File: config.mk
export PLATFORM = sky130hd
export DESIGN_NAME = video_scanout
export DESIGN_NICKNAME = d
export VERILOG_FILES = /design/src/rtl/video_scanout.sv
export SDC_FILE = /design/constraint.sdc
export NUM_CORES = 1
export LEC_CHECK = 0
export CAP_MARGIN = 20
export CORE_MARGIN = 2
export CORE_UTILIZATION = 51
export DETAILED_ROUTE_END_ITERATION = 6
export GPL_TIMING_DRIVEN = 0
export PLACE_DENSITY = 0.86
export RECOVER_POWER = 100
export SYNTH_ARGS = -nofsm -noshare
export SYNTH_HDL_FRONTEND = slang
export SYNTH_SLANG_ARGS = --single-unit
export TNS_END_PERCENT = 1
File: constraint.sdc
create_clock -name clk -period 2.9 [get_ports clk]
set_clock_uncertainty 0.2 [all_clocks]
set_input_delay 0.29 -clock clk [delete_from_list [all_inputs] [get_ports clk]]
set_output_delay 0.29 -clock clk [all_outputs]
set_load 0.1 [all_outputs]
File: src/rtl/video_scanout.sv
// Display timing and scan-out engine: H/V counters, ping-pong line-buffer reads with
// integer pixel replication, per-line fill requests and row-level underrun blanking.
module video_scanout #(
  parameter int H_PIXELS      = 800,
  parameter int H_FRONT_PORCH = 48,
  parameter int H_SYNC        = 32,
  parameter int H_BACK_PORCH  = 80,
  parameter int V_PIXELS      = 600,
  parameter int V_FRONT_PORCH = 3,
  parameter int V_SYNC        = 4,
  parameter int V_BACK_PORCH  = 11,
  parameter bit HSYNC_POL     = 1'b1,
  parameter bit VSYNC_POL     = 1'b1,
  parameter int SCALE_X       = 1,
  parameter int SCALE_Y       = 1,
  parameter int RD_LATENCY    = 1,
  parameter int PIXEL_W       = 24,
  parameter logic [PIXEL_W-1:0] BORDER_COLOR = 24'hFF00FF,
  localparam int SRC_W  = H_PIXELS / SCALE_X,
  localparam int SRC_H  = V_PIXELS / SCALE_Y,
  localparam int ADDR_W = $clog2(SRC_W),
  localparam int LINE_W = $clog2(SRC_H)
) (
  input  logic               clk,
  input  logic               rst,
  output logic [ADDR_W-1:0]  lb_addr,
  output logic               lb_bank,
  input  logic [PIXEL_W-1:0] lb_q,
  output logic               line_req,
  output logic [LINE_W-1:0]  line_num,
  output logic               line_bank,
  input  logic               line_done,
  input  logic               underrun_clr,
  output logic               underrun,
  output logic               hsync,
  output logic               vsync,
  output logic               draw_area,
  output logic               frame_start,
  output logic [7:0]         red,
  output logic [7:0]         green,
  output logic [7:0]         blue
);

  localparam int H_TOTAL = H_PIXELS + H_FRONT_PORCH + H_SYNC + H_BACK_PORCH;
  localparam int V_TOTAL = V_PIXELS + V_FRONT_PORCH + V_SYNC + V_BACK_PORCH;
  localparam int PIPE    = RD_LATENCY + 1;
  localparam int HW      = $clog2(H_TOTAL + 1);
  localparam int VW      = $clog2(V_TOTAL + 1);
  localparam int XSW     = (SCALE_X > 1) ? $clog2(SCALE_X) : 1;
  localparam int YSW     = (SCALE_Y > 1) ? $clog2(SCALE_Y) : 1;

  localparam logic [HW-1:0]  H_LAST   = HW'(H_TOTAL - 1);
  localparam logic [HW-1:0]  H_VIS    = HW'(H_PIXELS);
  localparam logic [HW-1:0]  HS_BEG   = HW'(H_PIXELS + H_FRONT_PORCH);
  localparam logic [HW-1:0]  HS_END   = HW'(H_PIXELS + H_FRONT_PORCH + H_SYNC);
  localparam logic [VW-1:0]  V_LAST   = VW'(V_TOTAL - 1);
  localparam logic [VW-1:0]  V_VIS    = VW'(V_PIXELS);
  localparam logic [VW-1:0]  VS_BEG   = VW'(V_PIXELS + V_FRONT_PORCH);
  localparam logic [VW-1:0]  VS_END   = VW'(V_PIXELS + V_FRONT_PORCH + V_SYNC);
  localparam logic [VW-1:0]  SY_START = VW'(SRC_H);
  localparam logic [VW-1:0]  SY_LAST  = VW'(SRC_H - 1);
  localparam logic [XSW-1:0] XS_MAX   = XSW'(SCALE_X - 1);
  localparam logic [YSW-1:0] YS_MAX   = YSW'(SCALE_Y - 1);

  typedef struct packed {
    logic hs;
    logic vs;
    logic fs;
    logic bd;
  } ctl_t;

  localparam ctl_t CTL_RST = ctl_t'({~HSYNC_POL, ~VSYNC_POL, 2'b00});

  logic [HW-1:0]  h, sx;
  logic [VW-1:0]  v, sy;
  logic [XSW-1:0] xs;
  logic [YSW-1:0] ys;

  logic [1:0]        ready, ready_nxt;
  logic              pend, pend_bank;
  logic              row_blank;
  logic [LINE_W-1:0] line_num_q, req_num;

  logic              h_vis, v_vis, de0, row_start, bank_rdy, blank_now;
  logic              req_first, req_next;
  ctl_t              ctl0;
  logic [PIPE-1:0]   vld_pipe;
  ctl_t [PIPE-1:0]   ctl_pipe;
  logic [PIXEL_W-1:0] px;

  // Source coordinates track the raster with sub-counters instead of dividing.
  always_ff @(posedge clk) begin
    if (rst) begin
      h  <= '0;
      v  <= V_VIS;
      sx <= '0;
      xs <= '0;
      sy <= SY_START;
      ys <= '0;
    end else if (h == H_LAST) begin
      h  <= '0;
      sx <= '0;
      xs <= '0;
      if (v == V_LAST) begin
        v  <= '0;
        sy <= '0;
        ys <= '0;
      end else begin
        v <= v + VW'(1);
        if (ys == YS_MAX) begin
          ys <= '0;
          sy <= sy + VW'(1);
        end else begin
          ys <= ys + YSW'(1);
        end
      end
    end else begin
      h <= h + HW'(1);
      if (xs == XS_MAX) begin
        xs <= '0;
        sx <= sx + HW'(1);
      end else begin
        xs <= xs + XSW'(1);
      end
    end
  end

  always_comb begin
    h_vis     = (h < H_VIS);
    v_vis     = (v < V_VIS);
    de0       = h_vis && v_vis;
    row_start = (h == '0) && v_vis;
    bank_rdy  = ready[sy[0]];
    // the row decision is taken once at its first pixel and then held
    blank_now = row_start ? !bank_rdy : row_blank;
    req_first = (h == '0) && (v == V_VIS);
    req_next  = row_start && (ys == '0) && (sy < SY_LAST);
    req_num   = req_first ? '0 : LINE_W'(sy + VW'(1));

    ctl0    = CTL_RST;
    ctl0.hs = (h >= HS_BEG && h < HS_END) ? HSYNC_POL : ~HSYNC_POL;
    ctl0.vs = (v >= VS_BEG && v < VS_END) ? VSYNC_POL : ~VSYNC_POL;
    ctl0.fs = (h == '0) && (v == '0);
    ctl0.bd = de0 && blank_now;
  end

  assign line_req  = (req_first || req_next) && !rst;
  assign line_num  = line_req ? req_num : line_num_q;
  assign line_bank = line_num[0];

  // A done retires the old request before a coincident new request clears its bank.
  always_comb begin
    ready_nxt = ready;
    if (line_done && pend) ready_nxt[pend_bank] = 1'b1;
    if (line_req) ready_nxt[line_bank] = 1'b0;
  end

  always_ff @(posedge clk) begin
    if (rst) begin
      ready      <= '0;
      pend       <= 1'b0;
      pend_bank  <= 1'b0;
      line_num_q <= '0;
      row_blank  <= 1'b0;
      underrun   <= 1'b0;
      lb_addr    <= '0;
      lb_bank    <= 1'b0;
    end else begin
      ready <= ready_nxt;
      if (line_req) begin
        pend       <= 1'b1;
        pend_bank  <= line_bank;
        line_num_q <= req_num;
      end else if (line_done) begin
        pend <= 1'b0;
      end
      if (row_start) row_blank <= !bank_rdy;
      if (row_start && !bank_rdy) underrun <= 1'b1;
      else if (underrun_clr)      underrun <= 1'b0;
      lb_addr <= h_vis ? sx[ADDR_W-1:0] : '0;
      lb_bank <= sy[0];
    end
  end

  // Timing delayed to meet lb_q: one cycle of address register plus read latency.
  always_ff @(posedge clk) begin
    if (rst) begin
      vld_pipe <= '0;
      ctl_pipe <= {PIPE{CTL_RST}};
    end else begin
      vld_pipe <= {vld_pipe[PIPE-2:0], de0};
      ctl_pipe <= {ctl_pipe[PIPE-2:0], ctl0};
    end
  end

  always_comb begin
    px = '0;
    if (vld_pipe[PIPE-1]) px = ctl_pipe[PIPE-1].bd ? BORDER_COLOR : lb_q;
  end

  assign draw_area   = vld_pipe[PIPE-1];
  assign hsync       = ctl_pipe[PIPE-1].hs;
  assign vsync       = ctl_pipe[PIPE-1].vs;
  assign frame_start = ctl_pipe[PIPE-1].fs;
  assign red         = px[PIXEL_W-1  -: 8];
  assign green       = px[PIXEL_W-9  -: 8];
  assign blue        = px[PIXEL_W-17 -: 8];

endmodule

==> summary.txt <==
Run status
  • Outcome: finished, violations left
  • Failing checks: negative setup slack

Setup path
  • R2r setup slk: 0.28 ns
  • Crit. End Element: output pin
  • Critical path class: flip-flop to output pin
  • Worst-path maximum fanout: 5
  • Critical path arrival: 2.69 ns
  • Worst R2R Start: h[1]
  • CP startpoint kind: flip-flop
  • Worst R2R End: line_num_q[9]
  • WP data required: about 2.4 ns
  • Worst Reg-to-Reg Cells: 8

Min path
  • Worst hold path stage count: 1
  • Hold Startpoint: ctl_pipe[0]
  • Min-Delay Path Class: flip-flop to flip-flop
  • Hold EP: ctl_pipe[4]

Synth
  • Yosys reg bits: 78
  • Count of cell types in the netlist: 58
  • Post-synth EDFFs: 0
  • Post-Syn Area: around 0.0039 mm^2
  • Synth Warn #: 0
  • Sequential area share after synthesis: 0.402
  • Net count after synthesis: 467
  • Avg Inst Size Synth: 9.00 um^2
  • Prevailing post-synth register cell: dfxtp_1
  • Cell count after synthesis: 432
  • Post-synth ARST share: 0

Power and ir drop
  • PwrDens: 422 mW/mm^2
  • Leak pwr: 0.00194 uW
  • Total power draw: approximately 2200 uW
  • Peak VDD IR: just over 300 uV

Detailed routing
  • Via/cell ratio: 5.63
  • Antenna viol nets, final: 0
  • Detailed-route wire length per cell: between 15 and 20 um
  • DRT iter0 DRCs: around 270
  • Detailed Route WL: 9630 um
  • DR DRC count: 0
  • Vias: ~3500
  • Drt pass-1 iters: 6

Timing
  • Period minus WS final: 3.18 ns
  • Final setup fails: 12
  • Worst slew pin tran: 0.996 ns
  • Fin worst setup slack: -0.278 ns
  • Total negative slack: -2.71 ns
  • Max-slew violation count: 0
  • Fin. Hold Viols: 0
  • Worst slew margin relative to its limit: 0.334
  • FMAX: ~310 MHz
  • RSZ-0062 raised after global routing: yes
  • Post-route clock period utilization: 1.10
  • Hold_ws: 0.239 ns

Clocking
  • Root buffer cell: clkbuf_8
  • Clock buffer depth: 2
  • Clock latency on the worst-skew pair: 0.36 ns
  • Clock buffer count from CTS: 9
  • Clk pin slew, worst setup/hold paths: 0.07 ns
  • H-Tree Depth: 3
  • Sink Count: slightly below 80
  • Cts hold-fix bufs: 0
  • CTS tree: yes

Floorplan
  • Die X: 91.3 um
  • I/O Pins: 80
  • Starting Density: 0.530
  • Die area: 0.00833 mm^2
  • Core Rows: 31
  • Die Ht: 91.3 um
  • Core area: 0.00733 mm^2

Final layout
  • Nets@finish: 560
  • Syn-to-layout area delta: 31.1%
  • Filler instances: roughly 550
  • Antenna Cells: 0
  • Fin util: 0.695
  • Commonest cells after routing, fill and taps aside: dfxtp_1, nor2_1, clkdlybuf4s50_1
  • Share of layout cells above drive strength 1: 0.194
  • Design area: between 0.005 and 0.006 mm^2
  • Most common cell after layout, fill and taps aside: dfxtp_1

GRT
  • Met3 usage: 0.0589
  • Grt met1 use: 0.289
  • Antenna violations before repair: 0
  • Met2 Use GR: 0.399
  • Congestion Overflow GR: 0
  • Largest net degree at the start of global routing: 15
  • Gr usage total: 0.236
  • First-pass GRT wire length: 16000 um
  • Gr busiest metal: met2
  • Vias in the first global route: 3412

Place
  • Dpl hpwl: 6880 um
  • Post-DP Area: 0.00483 mm^2
  • Port Buffers: 79
  • Placer Congestion: approximately 0.87

Job
  • Max-cap viol count: 0
==> where the power goes <==
part	leakage [uW]	switching [uW]	internal, uW
clock network	0.000106	407	487
registers	0.000631	10.2	1080
logic	0.00120	89.4	77.0
==> metrics by stage <==
step	std cells	setup WS, ns
6_report	629	-0.278
5_1_grt	629	-0.349
4_1_cts	631	-0.347
3_5_place_dp	610	-1.05
3_3_place_gp	610	-0.981
2_1_floorplan	432	-0.320
==> area by class of cell <==
class	count	area [um^2]	share of cell area
Inverter	16	60.1	0.0118
Tap cell	99	124	0.0243
Buffer	28	166	0.0327
Clock inverter	7	97.6	0.0192
Sequential cell	78	1560	0.307
Multi-Input combinational cell	307	2110	0.414
Timing Repair Buffer	85	851	0.167
Clock buffer	9	124	0.0243
==> worst max-delay path, stage by stage (launching register included) <==
cell,delay (ns)
dfxtp_2,0.33
inv_2,0.07
ha_4,0.13
or4b_4,0.48
nor4_4,0.25
nand2b_4,0.10
or3_4,0.34
buf_6,0.15
o211ai_4,0.20
buf_12,0.13
buf_12,0.16
==> per-layer routing <==
layer / part of all wire / wire length [um] / up-vias
met1: 0.42 / 4030 / 1663
li1: - / - / 1712
met5: 0 / 0 / -
met2: 0.50 / 4820 / 145
met4: 0.015 / 144 / 0
met3: 0.065 / 630 / 20
==> logic make-up (layout without fill, tap and decap cells) <==
kind of cell             Yosys count  count (layout)  synth area share
multiplexers                       3               3           0.00773
AO/OA/AOI/OAI                    104             104             0.206
flip-flops                        78              78             0.402
buffers and inverters             47             145            0.0641
AND/OR/NAND/NOR                  166             166             0.239
other                              1               1          0.000965
XOR/XNOR                          26              26            0.0586
adder cells (fa/ha/maj)            7               7            0.0225
==> synthesized netlist by cell type (all sizes together) (6+ instances only) <==
| library cell | count | share of area |
|---|---|---|
| nand3 | 16 | 0.021 |
| and2 | 19 | 0.031 |
| nor3 | 9 | 0.012 |
| clkbuf | 22 | 0.032 |
| o21ai | 13 | 0.017 |
| a211oi | 11 | 0.029 |
| and3 | 6 | 0.0097 |
| ha | 7 | 0.023 |
| nor2 | 35 | 0.036 |
| o211ai | 20 | 0.052 |
| nor4 | 9 | 0.020 |
| xnor2 | 18 | 0.041 |
| nor2b | 11 | 0.018 |
| o21a | 17 | 0.033 |
| dfxtp | 78 | 0.40 |
| nand4 | 7 | 0.011 |
| xor2 | 8 | 0.018 |
| buf | 8 | 0.014 |
| a21oi | 28 | 0.046 |
| nand2 | 30 | 0.029 |
| inv | 16 | 0.015 |
==> sequential cells by signal, summed over array words and instances, names as in the netlist <==
register	count
v	10
underrun	1
lb_bank	1
hsync	1
pend_bank	1
pend	1
vsync	1
lb_addr	10
row_blank	1
h	10
ready	2
xs	1
vld_pipe	2
frame_start	1
ctl_pipe	5
line_num_q	10
sx	10
sy	10
==> timing repair <==
item | in CTS | in global routing
resized for setup | 136 | 39
hold endpoints to repair | 0 | 0
gates cloned | 1 | 0
setup buffers | 5 | 0
endpoints found under the setup margin | 30 | 30
pin swaps | 10 | 2
==> how the worst max path moves through the flow <==
stage          from     endpoint  slack (ns)  cells after the start
5_1_grt        h[1]  line_num[0]       -0.35                     10
3_5_place_dp   h[0]  line_num[0]       -1.05                     10
6_report       h[1]  line_num[0]       -0.28                     10
2_1_floorplan  h[0]  line_num[0]       -0.32                      9
3_3_place_gp   h[0]  line_num[0]       -0.98                     10
4_1_cts        h[1]  line_num[0]       -0.35                     10
No activity file was read; power rests on OpenSTA's default activity.
